--- src/rtl/uart_receiver.sv ---
// 8N1 serial receive engine: synchronises the line, validates the start bit at
// half-bit, samples 8 data bits LSB-first at mid-bit and checks the stop bit.
module uart_receiver #(
    parameter int CLK_FREQ = 50000000,
    parameter int BAUD     = 115200
) (
    input  logic       clk,
    input  logic       rst,
    input  logic       init_rx,
    input  logic       uart_rx,
    output logic [7:0] uart_data_out,
    output logic       uart_rx_busy,
    output logic       done,
    output logic       frame_err
);
    localparam int CLKS_PER_BIT = CLK_FREQ / BAUD;
    localparam int CNT_W        = $clog2(CLKS_PER_BIT);
    localparam logic [CNT_W-1:0] HALF_TC = CNT_W'(CLKS_PER_BIT / 2 - 1);
    localparam logic [CNT_W-1:0] FULL_TC = CNT_W'(CLKS_PER_BIT - 1);

    typedef enum logic [2:0] {
        IDLE,
        WAIT_START,
        START,
        DATA,
        STOP
    } state_t;

    state_t           state, state_n;
    logic [1:0]       rx_sync;
    logic             rx_s;
    logic [CNT_W-1:0] baud_cnt;
    logic [2:0]       bit_idx;
    logic [7:0]       shift_reg;

    logic cnt_clr, cnt_inc, idx_clr, sample, load_out, set_ferr, clr_ferr;

    assign rx_s = rx_sync[1];

    always_ff @(posedge clk) begin
        if (rst) state <= IDLE;
        else     state <= state_n;
    end

    always_comb begin
        state_n  = state;
        cnt_clr  = 1'b0;
        cnt_inc  = 1'b0;
        idx_clr  = 1'b0;
        sample   = 1'b0;
        load_out = 1'b0;
        set_ferr = 1'b0;
        clr_ferr = 1'b0;
        unique case (state)
            IDLE: begin
                if (init_rx) begin
                    state_n  = WAIT_START;
                    clr_ferr = 1'b1;
                end
            end
            WAIT_START: begin
                if (!rx_s) begin
                    state_n = START;
                    cnt_clr = 1'b1;
                end
            end
            START: begin
                if (baud_cnt == HALF_TC) begin
                    cnt_clr = 1'b1;
                    // A line that has returned high by mid-start-bit is noise.
                    if (!rx_s) begin
                        state_n = DATA;
                        idx_clr = 1'b1;
                    end else begin
                        state_n = WAIT_START;
                    end
                end else begin
                    cnt_inc = 1'b1;
                end
            end
            DATA: begin
                if (baud_cnt == FULL_TC) begin
                    cnt_clr = 1'b1;
                    sample  = 1'b1;
                    if (bit_idx == 3'd7) state_n = STOP;
                end else begin
                    cnt_inc = 1'b1;
                end
            end
            STOP: begin
                if (baud_cnt == FULL_TC) begin
                    cnt_clr = 1'b1;
                    state_n = IDLE;
                    if (rx_s) load_out = 1'b1;
                    else      set_ferr = 1'b1;
                end else begin
                    cnt_inc = 1'b1;
                end
            end
            default: state_n = IDLE;
        endcase
    end

    always_ff @(posedge clk) begin
        if (rst) begin
            rx_sync       <= 2'b11;
            baud_cnt      <= '0;
            bit_idx       <= '0;
            shift_reg     <= '0;
            uart_data_out <= '0;
            uart_rx_busy  <= 1'b0;
            done          <= 1'b0;
            frame_err     <= 1'b0;
        end else begin
            rx_sync <= {rx_sync[0], uart_rx};

            if (cnt_clr)      baud_cnt <= '0;
            else if (cnt_inc) baud_cnt <= baud_cnt + 1'b1;

            if (idx_clr) begin
                bit_idx <= '0;
            end else if (sample) begin
                shift_reg[bit_idx] <= rx_s;
                bit_idx            <= bit_idx + 1'b1;
            end

            if (load_out) uart_data_out <= shift_reg;
            done <= load_out;

            if (set_ferr)      frame_err <= 1'b1;
            else if (clr_ferr) frame_err <= 1'b0;

            // Registered from the next state so busy drops with the done pulse.
            uart_rx_busy <= (state_n != IDLE);
        end
    end

endmodule

--- config.mk ---
export PLATFORM = sky130hd
export DESIGN_NAME = uart_receiver
export DESIGN_NICKNAME = d
export VERILOG_FILES = /design/src/rtl/uart_receiver.sv
export SDC_FILE = /design/constraint.sdc
export NUM_CORES = 1
export LEC_CHECK = 0
export CAP_MARGIN = 20
export CORE_MARGIN = 5
export CORE_UTILIZATION = 25
export CTS_CLUSTER_SIZE = 25
export DETAILED_ROUTE_END_ITERATION = 16
export DONT_BUFFER_PORTS = 1
export PLACE_DENSITY = 0.41
export SYNTH_ARGS = -nofsm -noshare
export SYNTH_HDL_FRONTEND = slang
export SYNTH_SLANG_ARGS = --single-unit
--- constraint.sdc ---
create_clock -name clk -period 1.85 [get_ports clk]
set_input_delay 0.0925 -clock clk [delete_from_list [all_inputs] [get_ports clk]]
set_output_delay 0.0925 -clock clk [all_outputs]
set_load 0.02 [all_outputs]
# Yosys cells after proc, flatten, opt, wreduce, memory -nomap -nowiden

Cells that the tools add are included.

Bitwise operators: 1
Multiplexer cells: 30
Order comparisons: 2
Shifts and indexed selects: 0
$mul: 0
Reductions and logical operators: 8
Equality and inequality tests: 7
Divide/modulo/power cells: 0
Add/sub/neg operators: 2

Operator list:

| cell                                                                                | count |
|---|---|
| 1-bit 2-to-1 mux                                                                    | 18 |
| 3-bit 2-to-1 mux                                                                    | 6 |
| 3-bit one-hot mux with 5 select lines                                               | 1 |
| 9-bit by 1-bit adder with 9-bit output, second input constant                       | 1 |
| 9-bit by 8-bit equality test with 1-bit output, second input constant               | 1 |
| 9-bit equality test, second input constant                                          | 1 |
| 8-bit bitwise mux                                                                   | 1 |
| 3-bit by 2-bit equality test with 1-bit output, second input constant               | 2 |
| 3-bit equality test, second input constant                                          | 2 |
| 2-bit OR reduction                                                                  | 3 |
| 3-bit by 4-bit less-than comparator with 1-bit output, second input constant        | 1 |
| 3-bit by 1-bit adder with 3-bit output, second input constant                       | 1 |
| 1-bit demux with 3-bit select                                                       | 1 |
| 3-bit by 1-bit equality test with 1-bit output, second input constant               | 1 |
| 3-bit by 1-bit greater-or-equal comparator with 1-bit output, second input constant | 1 |
| 3-bit logical NOT                                                                   | 1 |
| 1-bit one-hot mux with 3 select lines                                               | 1 |
| 3-bit nonzero test                                                                  | 1 |
| 2-bit 2-to-1 mux                                                                    | 1 |
| 1-bit one-hot mux with 2 select lines                                               | 1 |
| 2-bit AND reduction                                                                 | 1 |
| 2-bit nonzero test                                                                  | 1 |
| 1-bit logical AND                                                                   | 1 |
| 1-bit NOT                                                                           | 1 |

Memories kept: 0
Register bits after elaboration: 36
Output and inout port bits: 11
RAM bits: 0
Word-level logic and storage cells: 59
Bits in read-only memories: 0
Bits of input ports: 4
Bits in latches: 0

# Logic depth before layout (Yosys ltp)

Depth in word-level cells: 5
Mapped depth: 8
Gate-level depth less buffers: 7

# Worst setup path before layout

OpenSTA, ideal clock, no wires.

Kind: register to register
From: register baud_cnt[0]
To: register baud_cnt[1]
Data arrival time: 1.708 ns
Setup time: 0.129 ns
Path buffers: 1
Period minus slack after synthesis: 1.837 ns
Setup slack: 0.013 ns
Required time: 1.721 ns
Stages on the path, launching flop included: 9
Path through: dfxtp_1 -> inv_1 -> ha_1 -> or4b_1 -> nor3_2 -> o32a_4 -> buf_6 -> mux2i_1 -> nor2_1

Cells in the longest elaborated chain, start to end: 4
Elaborated cells on any way between the ends: 10
Those cells by class: add/sub: 1; eq/ne: 2; mux: 6; reduce/logical: 1

RTL lines:

| item                                                                                  | RTL line   | text |
|---|---|---|
| start, declared                                                                       | 32         | `logic [CNT_W-1:0] baud_cnt;` |
| start signal, assigned                                                                | 118        | `else if (cnt_inc) baud_cnt <= baud_cnt + 1'b1;` |
| 9-bit equality test or 9-bit by 8-bit equality test with 1-bit output (tied branches) | 82, 91, 68 |  |
| 1-bit 2-to-1 mux (on tied branches)                                                   | 82, 91, 68 |  |
| 1-bit one-hot mux with 3 select lines                                                 | 54         | `unique case (state)` |
| 2-bit OR reduction (no line)                                                          | --         |  |

Parallel ways exist; a longest one is shown, timed or not.
A chain may end at the register's enable or synchronous reset.

# Worst setup path after layout

Same ends and word-level chain as after synthesis.

==> impl_metrics.tcl <==
set metrics [dict create \
    antenna_found_initial 0 \
    crit_required_ns 2.01 \
    reg2reg_slack_ns 0.02 \
    grt_util_all_layers_pct 9.152 \
    numCtsBuffers 5 \
    die_area_mm2 0.008405 \
    worstMarginPinSlew_ns 0.6919 \
    synth_top_family_by_area "simple AND/OR/NAND/NOR gates" \
    drcViolationCount 0 \
    clk_pin_slew_ns 0.07 \
    grt_overflow 0 \
    via_per_inst 4.839 \
    grt_start_max_net_pins 21 \
    min-delay-start "rst" \
    yosysWarnings 0 \
    power_mw 1.557 \
    ctsLongestPathBuffers 2 \
    h-tree-depth 2 \
    io_pins 15 \
    crit_type "reg2reg" \
    p_leak_nw 0.7776 \
    syn-num-nets 190 \
    grt_pass1_wl_um 6099 \
    yosys.area_share.simple_pct 24.08 \
    path_depth 8 \
    max_clock_freq_mhz 546.3 \
    hold_class "in2reg" \
    routed_wl_um 3665 \
    place.gp.congestion 0.7445 \
    crit_path_start_kind "flip-flop" \
    reg2reg_depth 8 \
    die_height_um 91.68 \
    die_x_um 91.68 \
    dr_total_vias 1326 \
    skew_ns 0.004639 \
    cp-startpoint "baud_cnt[0]" \
    rsz0062_at_grt "true" \
    largest_register_ffs 9 \
    yosysTopAreaCell "dfxtp_1" \
    setup_viol 0 \
    cp_top_family "simple AND/OR/NAND/NOR gates" \
    finalCritPeriodShare_pct 98.95 \
    dp_hpwl_um 2513 \
    cts_sinks 36 \
    cts_tree "built" \
    wl_per_cell_um 13.38 \
    synth_top_area_share_pct 43.21 \
    seqCellArea_um2 723.2 \
    p_per_area_mw_per_mm2 751.3 \
    crit_path_end_kind "flip-flop" \
    synthArstFlopShare_pct 0 \
    rows 29 \
    slew_violations 0 \
    antennaDiodeCount 0 \
    drt_first_pass_iters 4 \
    cts_root_buf "clkbuf_8" \
    yosysUniqueCellTypes 43 \
    worst-path-buf-inv 2 \
    port_buffers 0 \
    grt_pass1_vias 1283 \
    drive_above_1_share_pct 23.35 \
    finalNetCount 205 \
    cp.arrival_ns 1.99 \
    final_antenna_net_count 0 \
    synth_xor_area_share_pct 1.575 \
    synth_edf_count 0 \
    max_stage_delay_ns 0.46 \
    hold_violations 0 \
    timing.rr.end "baud_cnt[1]" \
    fillers 667 \
    syn_inst 181 \
    fin_hold_ws_ns 0.001324 \
    synth_seq_area_share_pct 43.21 \
    yosysMostFrequentCell "dfxtp_1" \
    ys.flop_type "dfxtp_1" \
    max-vdd-ir-drop_mv 0.2378 \
    start_util_pct 25.97 \
    synth_area_mm2 0.001668 \
    drtIter0Drc 36 \
    syn_avg_cell_area_um2 9.215 \
    clkLatencyLatePin_ns 0.29 \
    crit_slowest_cell "or4b_4" \
    area_growth_pct 24.23 \
    crit_fanout 5 \
    maxCapViolations 0 \
    multiInputGateArea_um2 973.4 \
    crit_end "baud_cnt[1]" \
    coreArea_mm2 0.006422 \
    period_needed_ns 1.831 \
    synth_compound_area_share_pct 11.85 \
    synth_commonest_cells "dfxtp_1 (36), nor2_1 (27), mux2i_1 (19)" \
    r2r-start "baud_cnt[0]" \
    path_cells "inv_2 > ha_4 > or4b_4 > nor3_4 > buf_4 > o32a_4 > mux2i_1 > nor2_1" \
    synthAdderAreaFrac_pct 3.751 \
    outcome "finished, final reports clean" \
    relSlewSlack_pct 53.72 \
    synth.area.top_cells "dfxtp_1 (43%), mux2i_1 (11%), nor2_1 (6.1%), ha_1 (3.8%), a21oi_1 (3.6%)" \
    synth_seq_cells 36 \
    synthMuxAreaShare_pct 11.40 \
]
==> layout by cell type, fill, tap and decap left out, types with 2 or more instances in the layout <==
cell,netlist,final
or3_1,7,6
o21ai_0,3,3
buf_4,0,12
o32a_4,1,2
a21oi_2,0,3
nand3_1,4,4
xnor2_1,2,2
or2_2,2,2
clkbuf_8,0,5
dlygate4sd3_1,0,2
nand3b_1,3,3
ha_1,5,4
a21oi_1,12,9
dfxtp_1,36,34
a31oi_1,2,2
buf_6,1,2
nor3b_2,0,2
nand2_1,9,8
nor3_1,3,3
dfxtp_2,0,2
inv_1,5,3
o21ai_1,4,4
or4_1,2,2
inv_2,0,2
mux2i_1,19,19
nor2_1,27,27
o31ai_1,2,2
nand2b_1,2,2
==> cell type report <==
type	instances	share of cell area, %
multi-input combinational	131	46.98
sequential	36	34.90
timing repair buffer	17	7.367
tap	77	4.650
clock buffer	6	3.502
clock inverter	2	1.691
inverter	5	0.9058
==> per-stage QoR <==
step / TNS [ns] / setup slack (ns) / utilization, % / cell area, um^2 / std cells
floorplan: 0 / 0.01339 / - / 1668 / 181
CTS: 0 / 0.005606 / 30.68 / 1971 / 271
global route: -0.1944 / -0.04435 / 32.26 / 2072 / 274
finish: 0 / 0.01938 / 32.26 / 2072 / 274
detailed placement: -0.1399 / -0.03876 / 28.29 / 1817 / 260
global placement: 0 / 0.01230 / 28.29 / 1817 / 260
==> layer usage <==
layer	wire, um	share of wire [%]	vias to the layer above	GRT usage, %
met4	76	2.1	0	4.146
met3	183	5.0	5	4.092
met5	0	0	-	0
met1	1745	48	639	11.02
met2	1659	45	14	14.00
li1	-	-	668	-
==> power by group <==
group | switching (mW) | internal (mW) | leakage [nW] | total [mW]
logic | 0.0395 | 0.0371 | 0.430 | 0.0766
registers | 0.0125 | 0.783 | 0.292 | 0.795
clock network | 0.285 | 0.400 | 0.0552 | 0.685
==> repair_timing <==
item	in CTS	in global routing
cloned	1	0
hold buffers	2	0
endpoints found under the setup margin	7	16
hold endpoints to repair	20	0
pin swaps	6	3
resized for setup	5	17
setup buffers	0	3
==> worst min-delay path by stage <==
stage	endpoint	slack [ns]	depth (start not counted)
after CTS	bit_idx[0]	0.03	2
after floorplan	rx_sync[0]	0.20	1
final	bit_idx[0]	0.001	2
after global routing	bit_idx[0]	0.003	2
after global placement	shift_reg[7]	0.17	1
after detailed placement	uart_data_out[1]	0.17	1
==> worst reg2reg max path: stages, from the launching register on <==
cell and delay [ns]:
dfxtp_2 0.33, inv_2 0.08, ha_4 0.12, or4b_4 0.46, nor3_4 0.17, buf_4 0.15, o32a_4 0.17, mux2i_1 0.18
nor2_1 0.05
==> kinds of logic (layout without fill, tap and decap cells) <==
group	after synthesis	after routing
AO/OA/AOI/OAI	30	31
XOR/XNOR	3	3
buffers and inverters	15	30
AND/OR/NAND/NOR	73	73
multiplexers	19	19
adder cells (fa/ha/maj)	5	5
flip-flops	36	36
No activity file was read; power rests on OpenSTA's default activity.
